===== src/rtl/pp3_logic_pkg.sv =====
// Shared types and helpers for the PP3 logic-cell register side.
// Build option: PP3_QFRAG_RB_PARITY_EN appends an even-parity bit to readback.
package pp3_logic_pkg;

   typedef enum logic [1:0] {IDLE, LEAD, SHIFT, DONE} rb_state_t;

   localparam string MODE_SINGLE = "SINGLE";
   localparam string MODE_SPLIT  = "SPLIT";

`ifdef PP3_QFRAG_RB_PARITY_EN
   localparam int RB_PAR = 1;
`else
   localparam int RB_PAR = 0;
`endif

   // Number of functional flops exposed to readback for a given cell mode
   function automatic int rb_nbits(string mode);
      return (mode == MODE_SPLIT) ? 2 : 1;
   endfunction

endpackage


===== src/rtl/q_frag_rb_fsm.sv =====
// Readback engine: snapshots the cell flops into a shadow register on a
// 4-phase request, optionally waits RB_LEAD cycles, shifts the shadow out
// LSB first, then holds ACK until the request is withdrawn.
// Build option: PP3_QFRAG_RB_PARITY_EN (via pp3_logic_pkg::RB_PAR).
module q_frag_rb_fsm
   import pp3_logic_pkg::*;
#(
   parameter int NB      = 1,
   parameter int RB_LEAD = 1
) (
   input  logic          clk,
   input  logic          rst,
   input  logic          rb_req,
   input  logic [NB-1:0] ff,
   output logic          rb_dv,
   output logic          rb_do,
   output logic          rb_ack
);
   localparam int NBT = NB + RB_PAR;
   localparam int BW  = $clog2(NB + 2);
   localparam logic [2:0]    LEAD_LAST = (RB_LEAD > 0) ? 3'(RB_LEAD - 1) : 3'd0;
   localparam logic [BW-1:0] BIT_LAST  = BW'(NBT - 1);

   rb_state_t        state_q, state_d;
   logic [2:0]       lead_q, lead_d;
   logic [BW-1:0]    bit_q, bit_d;
   logic [NBT-1:0]   shadow_q, shadow_d;
   logic [NBT-1:0]   snap;

   // Snapshot image: data flops in the low bits, parity (if built) on top
   always_comb begin
      snap = '0;
      snap[NB-1:0] = ff;
      if (RB_PAR != 0) snap[NBT-1] = ^ff;
   end

   // Next-state: request drop aborts LEAD/SHIFT; SHIFT exits on terminal count
   always_comb begin
      state_d  = state_q;
      lead_d   = lead_q;
      bit_d    = bit_q;
      shadow_d = shadow_q;
      case (state_q)
         IDLE: begin
            if (rb_req) begin
               shadow_d = snap;
               lead_d   = '0;
               bit_d    = '0;
               state_d  = (RB_LEAD > 0) ? LEAD : SHIFT;
            end
         end
         LEAD: begin
            if (!rb_req)                 state_d = IDLE;
            else if (lead_q == LEAD_LAST) state_d = SHIFT;
            else                         lead_d  = lead_q + 3'd1;
         end
         SHIFT: begin
            if (!rb_req) begin
               state_d = IDLE;
            end else begin
               shadow_d = shadow_q >> 1;
               if (bit_q == BIT_LAST) state_d = DONE;
               else                   bit_d   = bit_q + 1'b1;
            end
         end
         DONE: begin
            if (!rb_req) state_d = IDLE;
         end
         default: state_d = IDLE;
      endcase
   end

   // State, counters and shadow registers
   always_ff @(posedge clk) begin
      if (rst) begin
         state_q  <= IDLE;
         lead_q   <= '0;
         bit_q    <= '0;
         shadow_q <= '0;
      end else begin
         state_q  <= state_d;
         lead_q   <= lead_d;
         bit_q    <= bit_d;
         shadow_q <= shadow_d;
      end
   end

   assign rb_dv  = (state_q == SHIFT);
   assign rb_do  = rb_dv & shadow_q[0];
   assign rb_ack = (state_q == DONE);

endmodule


===== src/rtl/q_frag_capture.sv =====
// Register side of the PP3 logic cell: FF0 (CZ or QDI), optional FF1 (TZ)
// in SPLIT mode, shared set/enable, and a serial readback port.
// Build option: PP3_QFRAG_RB_PARITY_EN adds an even-parity readback bit.
module q_frag_capture
   import pp3_logic_pkg::*;
#(
   parameter string MODE    = "SINGLE",
   parameter int    RB_LEAD = 1
) (
   input  logic QCK,
   input  logic QRT,
   input  logic CZ,
   input  logic TZ,
   input  logic QDI,
   input  logic QDS,
   input  logic QEN,
   input  logic QST,
   output logic QZ,
   output logic TQZ,
   input  logic RB_REQ,
   output logic RB_DV,
   output logic RB_DO,
   output logic RB_ACK
);
   localparam int NB = rb_nbits(MODE);

   logic          ff0_q, ff0_d;
   logic [NB-1:0] ff_vec;

   // FF0 next value: set beats enable; D is QDI when bypassing the fragment
   always_comb begin
      ff0_d = ff0_q;
      if (QST)      ff0_d = 1'b1;
      else if (QEN) ff0_d = QDS ? QDI : CZ;
   end

   // FF0 register; reset overrides set/enable
   always_ff @(posedge QCK) begin
      if (QRT) ff0_q <= 1'b0;
      else     ff0_q <= ff0_d;
   end

   assign QZ = ff0_q;

   if (NB == 2) begin : g_split
      logic ff1_q, ff1_d;

      // FF1 next value: same set/enable as FF0, data from the top fragment
      always_comb begin
         ff1_d = ff1_q;
         if (QST)      ff1_d = 1'b1;
         else if (QEN) ff1_d = TZ;
      end

      // FF1 register
      always_ff @(posedge QCK) begin
         if (QRT) ff1_q <= 1'b0;
         else     ff1_q <= ff1_d;
      end

      assign TQZ    = ff1_q;
      assign ff_vec = {ff1_q, ff0_q};
   end else begin : g_single
      logic unused_tz;
      assign unused_tz = TZ;
      assign TQZ       = 1'b0;
      assign ff_vec    = ff0_q;
   end

   q_frag_rb_fsm #(
      .NB      (NB),
      .RB_LEAD (RB_LEAD)
   ) u_rb (
      .clk    (QCK),
      .rst    (QRT),
      .rb_req (RB_REQ),
      .ff     (ff_vec),
      .rb_dv  (RB_DV),
      .rb_do  (RB_DO),
      .rb_ack (RB_ACK)
   );

endmodule


===== config.mk =====
export PLATFORM = sky130hd
export DESIGN_NAME = q_frag_capture
export DESIGN_NICKNAME = d
export VERILOG_FILES = /design/src/rtl/pp3_logic_pkg.sv /design/src/rtl/q_frag_rb_fsm.sv /design/src/rtl/q_frag_capture.sv
export SDC_FILE = /design/constraint.sdc
export NUM_CORES = 1
export LEC_CHECK = 0
export BUFFER_PORTS_ARGS = -buffer_cell sky130_fd_sc_hd__buf_2
export CAP_MARGIN = 15
export CORE_AREA = 2 2 39 41
export DETAILED_ROUTE_END_ITERATION = 8
export DIE_AREA = 0 0 41 43
export MAX_ROUTING_LAYER = met4
export PLACE_DENSITY = 0.66
export RECOVER_POWER = 25
export SKIP_CTS_REPAIR_TIMING = 1
export SKIP_LAST_GASP = 1
export SYNTH_ARGS = -nofsm -noshare
export SYNTH_HDL_FRONTEND = slang
export SYNTH_HIERARCHICAL = 1
export SYNTH_SLANG_ARGS = --single-unit

===== constraint.sdc =====
create_clock -name QCK -period 2.5 [get_ports QCK]
set_clock_uncertainty 0.05 [all_clocks]
set_input_delay 0.25 -clock QCK [delete_from_list [all_inputs] [get_ports QCK]]
set_output_delay 0.25 -clock QCK [all_outputs]
set_load 0.03 [all_outputs]

==> results of run 1 <==
==> power by group through the flow <==
stage	Clock (mW)	Combinational [mW]	Sequential, mW
floorplan	0	0.0227	0.155
global route	0.128	0.0343	0.152
CTS	0.115	0.0337	0.152
detailed placement	0	0.0337	0.155
global placement	0	0.0332	0.155
finish	0.110	0.0314	0.152
==> cells by family after synthesis <==
family	Yosys count
flops	9
compound gates	10
buf+inv	8
simple gates	28
other cells	1
fa+ha+maj	3
mux	1
==> registers in the layout, indices dropped and copies added (netlist names) <==
| name | count |
|---|---|
| u_rb/state_q | 2 |
| u_rb/shadow_q | 1 |
| u_rb/lead_q | 3 |
| u_rb/bit_q | 2 |
| QZ | 1 |
==> area by class of cell <==
| class | instances | area [µm²] |
|---|---|---|
| inverters | 6 | 22.5 |
| well taps | 16 | 20.0 |
| clock buffers | 4 | 26.3 |
| fillers | 141 | 796 |
| multi-input cells | 43 | 285 |
| repair buffers | 11 | 53.8 |
| flip-flops and latches | 9 | 180 |
==> routing by layer <==
layer / global-route usage, % / share of wire, %
met5: - / 0
met4: 10.0 / 1.2
met3: 3.14 / 4.2
met2: 19.4 / 49
met1: 14.5 / 46
==> critical path, stage by stage (launching register included) <==
cell and delay, ns:
dfxtp_1 0.44, inv_1 0.15, nor2_1 0.14, and2_1 0.13, buf_2 0.18
==> synth_stat cells, types with 2 or more instances <==
| cell | count |
|---|---|
| nand2b_1 | 3 |
| a21oi_1 | 3 |
| nand3_1 | 2 |
| a31oi_1 | 3 |
| nor3_1 | 2 |
| o21ai_0 | 2 |
| inv_1 | 6 |
| ha_1 | 3 |
| nor2_1 | 3 |
| nand4_1 | 2 |
| dfxtp_1 | 9 |
| nand4b_1 | 2 |
| and2b_2 | 2 |
| nand2_1 | 4 |
==> metrics by stage <==
stage | hold slack, ns | setup slack, ns | power (mW)
2_1_floorplan | 0.269 | 0.889 | 0.178
3_3_place_gp | 0.386 | 1.10 | 0.188
3_5_place_dp | 0.392 | 1.08 | 0.189
4_1_cts | 0.154 | 0.889 | 0.301
5_1_grt | 0.163 | 0.801 | 0.315
6_report | 0.167 | 0.909 | 0.293
==> how the worst min path moves through the flow <==
stage | from | to | slack, ns | cells past startpoint
floorplan | QRT | u_rb/lead_q[1] | 0.27 | 1
global placement | u_rb/shadow_q | u_rb/shadow_q | 0.39 | 2
detailed placement | u_rb/shadow_q | u_rb/shadow_q | 0.39 | 2
CTS | QEN | QZ | 0.15 | 2
global route | QEN | QZ | 0.16 | 2
finish | QEN | QZ | 0.17 | 2
==> impl_metrics.csv, run 1 <==
group,metric,value,unit
worst_setup_path,rr_worst_depth,3,
sta,report.final.hold_viol_count,0,
detailed_routing,num_vias,457,
placed_design,placedCellCount,85,
die,rows,14,
finish,utilization,42.5,%
synthesis,synthXorXnorAreaFrac,0,%
synthesis,ys_seq_elements,9,
finish,antenna_cells,0,
synthesis,synth-edff-count,0,
synthesis,yosys_warnings,6,
sta,fin_setup_tns,0,ns
synthesis,synth_top_family_by_area,"simple AND/OR/NAND/NOR gates",
global_route,first_global_vias,381,
sta,clock.fmax,629,MHz
synthesis,yosys.cell_types.count,28,
worst_setup_path,setup.worst_path.end,"RB_DO",
synthesis,synth.cell_area,514,µm²
synthesis,yosysSeqAreaShare,35.0,%
min_path,hold_path.class,"input pin to register",
worst_setup_path,crit_arrival,1.29,ns
die,fp.coreArea,0.00138,mm²
detailed_routing,routedWlPerCell,11.0,µm
finish,final_area,588,µm²
power,cellPowerDensity,498,mW/mm²
synthesis,synth_flop_cell,"dfxtp_1",
finish,syn_to_final_growth,14.4,%
power,p_clk_share,37.4,%
synthesis,synth_area_leaders,"dfxtp_1, ha_1, inv_1",
synthesis,synthCells,60,
global_route,grt_pass1_wl,1.49,mm
placed_design,place_hpwl,735,µm
clocking,cts_tree,"yes",
synthesis,muxShareOfSynthArea,1.95,%
clocking,cts.sink_count,9,
die,dieArea,0.00176,mm²
synthesis,synthAdderAreaFrac,7.30,%
sta,grt_setup_unrepaired,"no",
flow_run,maxCapViolCount,0,
clocking,htreeDepth,1,
placed_design,io_buffer_count,11,
synthesis,synthSimpleGateAreaFrac,35.3,%
synthesis,synth-async-reset-ratio,0,%
finish,nets,86,
synthesis,synth_compound_gate_area_share,11.7,%
detailed_routing,drt-initial-drc-count,7,
detailed_routing,dr.pass1.iters,4,
run_status,status,"completed",
clocking,cts_root_buf,"clkbuf_4",
worst_setup_path,required,2.20,ns
power,intPower,0.221,mW
die,die_w,41,µm
die,dieHeight,43,µm
worst_setup_path,path_class,"register to output port",
sta,period_needed,1.59,ns
global_route,grtUsageTotal,13.2,%
worst_setup_path,crit_path_start,"u_rb/state_q[1]",
clocking,clk_pin_slew,0.06,ns
die,io_pins,14,
power,swShare,24.5,%
detailed_routing,drc,0,
power,p_comb_share,10.7,%
placed_design,gp_congestion,0.657,
finish,drive_above_1_share,23.3,%
worst_setup_path,regToRegSetupSlack,1.04,ns
die,start_util,37.2,%
global_route,grt.overflow.total,0,
finish,final_common_cell,"buf_2",
worst_setup_path,start_kind,"register",
synthesis,yosysTopAreaCell,"dfxtp_1",
clocking,cts_made_buffers,3,
detailed_routing,routed_wl,977,µm
synthesis,synth_fp_nets,72,
worst_setup_path,cp-end-kind,"output port",
detailed_routing,viasPerCell,5.13,
finish,final_cells,89,
placed_design,dpl_cell_area,571,µm²
global_route,antenna_found_initial,0,
power,vdd_drop_max,0.000235,V
power,switchingPower,0.0717,mW
worst_setup_path,r2r-end,"u_rb/bit_q[1]",
sta,setup_viol,0,
power,leakagePower,0.238,nW
worst_setup_path,cp_max_fo,7,
global_route,grt_max_degree,11,
synthesis,avgSynthCellArea,8.57,µm²
power,seq_power_share,51.9,%
clocking,insertion_delay,0.26,ns
sta,maxSlewViolCount,0,
synthesis,yosysTopAreaCellShare,35.0,%
clocking,clock_path_buffers,2,
detailed_routing,detail-route-antenna-nets,0,
sta,finalCritPeriodShare,63.6,%
finish,mostFrequentLayoutCells,"buf_2, dfxtp_1, inv_1, nand2b_1, nand2_1",
worst_setup_path,rr_startpoint,"u_rb/state_q[0]",
Power figures use the tool's default switching activity.
==> inputs of run 2 (changes only) <==
PLACE_DENSITY = 0.68   (was 0.66)
clock period = 1.4 ns   (was 2.5 ns; I/O delays follow)
==> run 2 against run 1 <==
Sequential power is 75% higher. Design area grew 12%. Total power increased by 84%. Critical endpoint is now u_rb/bit_q[1]. Combinational power is 120% higher. Clock power rose by 85%. Worst hold slack worse by 0.12 ns. First-iteration DRC count grew 29%. Worst setup slack lost 0.88 ns. Global-route usage is 1.5 points higher. Via count increased by 5.5%. Highest routed layer unchanged. Sequential share of layout area decreased by 2.6 points.
==> impl_metrics.csv, run 2 (synthesized netlist as in run 1, its figures left out) <==
group,metric,value,unit
finish,final_area,657,µm²
worst_setup_path,start_kind,"register",
global_route,grt.overflow.total,0,
die,start_util,37.2,%
finish,largest_reg_flops,3,
clocking,htreeDepth,1,
placed_design,io_buffer_count,11,
sta,report.final.hold_viol_count,0,
die,die_w,41,µm
global_route,grtUsageTotal,14.7,%
power,p_clk_share,37.9,%
placed_design,gp_congestion,0.723,
die,fp.coreArea,0.00138,mm²
worst_setup_path,crit_family,"simple AND/OR/NAND/NOR gates",
power,switchingPower,0.138,mW
global_route,first_global_vias,405,
finish,mostFrequentLayoutCells,"buf_2, buf_4, dfxtp_1, inv_1",
power,cellPowerDensity,821,mW/mm²
detailed_routing,routedWlPerCell,10.7,µm
global_route,antenna_found_initial,0,
detailed_routing,dr.pass1.iters,5,
sta,clock.fmax,730,MHz
die,rows,14,
detailed_routing,drc,0,
power,seq_power_share,49.4,%
worst_setup_path,critPathSlowestCell,"or4b_1",
finish,top_regs,"u_rb/lead_q (3), u_rb/bit_q (2), u_rb/state_q (2)",
finish,utilization,47.5,%
worst_setup_path,path_class,"register to register",
detailed_routing,routed_wl,1.02,mm
worst_setup_path,required,1.54,ns
min_path,hold_path.class,"input pin to register",
power,swShare,25.7,%
finish,drive_above_1_share,37.5,%
clocking,cts.sink_count,9,
placed_design,place_hpwl,772,µm
power,p_total,0.539,mW
run_status,status,"completed",
worst_setup_path,cp_max_fo,3,
clocking,cts_made_buffers,3,
clocking,clock_path_buffers,2,
finish,syn_to_final_growth,27.7,%
placed_design,dpl_cell_area,618,µm²
global_route,grt_pass1_wl,1.66,mm
sta,setup_viol,0,
global_route,grt_max_degree,10,
power,leakagePower,0.278,nW
detailed_routing,num_vias,482,
finish,final_common_cell,"buf_2",
clocking,cts_root_buf,"clkbuf_4",
worst_setup_path,cp-end-kind,"register",
power,vdd_drop_max,0.000342,V
worst_setup_path,regToRegSetupSlack,0.03,ns
clocking,clk_pin_slew,0.06,ns
worst_setup_path,crit_arrival,1.51,ns
clocking,insertion_delay,0.26,ns
worst_setup_path,path_cells,"inv_1, ha_2, or4b_1, a31oi_1",
finish,n_fill_cell,135,
finish,antenna_cells,0,
worst_setup_path,cp_num_buf_inv,1,
flow_run,maxCapViolCount,0,
sta,fin_setup_tns,0,ns
detailed_routing,drt-initial-drc-count,9,
power,intPower,0.401,mW
detailed_routing,viasPerCell,5.02,
worst_setup_path,cp_slowest_stage_delay,0.43,ns
detailed_routing,detail-route-antenna-nets,0,
die,dieArea,0.00176,mm²
finish,regMostFlops,"u_rb/lead_q",
sta,maxSlewViolCount,0,
power,p_comb_share,12.7,%
sta,finalCritPeriodShare,97.9,%
clocking,cts_tree,"yes",
sta,final.hold.worst_slack,0.0420,ns
sta,grt_setup_unrepaired,"yes",
die,dieHeight,43,µm
finish,nets,93,
sta,period_needed,1.37,ns
die,io_pins,14,
-- run 2: per-stage QoR --
stage                     setup slack, ns  instances
after global placement             0.0784         91
after global routing              -0.0107         96
after floorplan                    0.0540         60
after detailed placement           0.0356         91
after CTS                         0.00282         95
final                              0.0292         96
-- run 2: layout make-up --
cell class | instances | area, µm² | area share, %
multi-input combinational | 43 | 290 | 44.2
sequential | 9 | 184 | 28.0
timing repair buffer | 18 | 114 | 17.3
clock buffer | 4 | 26.3 | 4.00
inverter | 6 | 22.5 | 3.43
tap | 16 | 20.0 | 3.05
-- run 2: power groups by stage --
stage / combinational, mW / clock, mW / sequential, mW
after global placement: 0.0700 / 0 / 0.272
after global routing: 0.0758 / 0.217 / 0.267
after detailed placement: 0.0715 / 0 / 0.272
final: 0.0687 / 0.204 / 0.266
after CTS: 0.0718 / 0.212 / 0.266
after floorplan: 0.0412 / 0 / 0.277
-- run 2: metal layers --
metal / track usage [%] / routed length (µm) / up-vias / share of wire, %
met5: - / 0 / - / 0
met4: 12.0 / 33 / 0 / 3.2
met3: 3.14 / 55 / 4 / 5.4
met2: 19.4 / 458 / 15 / 45
met1: 18.2 / 476 / 214 / 46
li1: - / - / 249 / -
-- run 2: path summary, 6_finish.rpt --
| check | from | to | cells past startpoint |
|---|---|---|---|
| worst max-delay path | u_rb/bit_q[1] | u_rb/bit_q[1] | 4 |
| worst min-delay path | QEN | QZ | 2 |
| worst min register to register | u_rb/shadow_q | u_rb/shadow_q | 2 |
| worst max register to register | u_rb/bit_q[1] | u_rb/bit_q[1] | 4 |
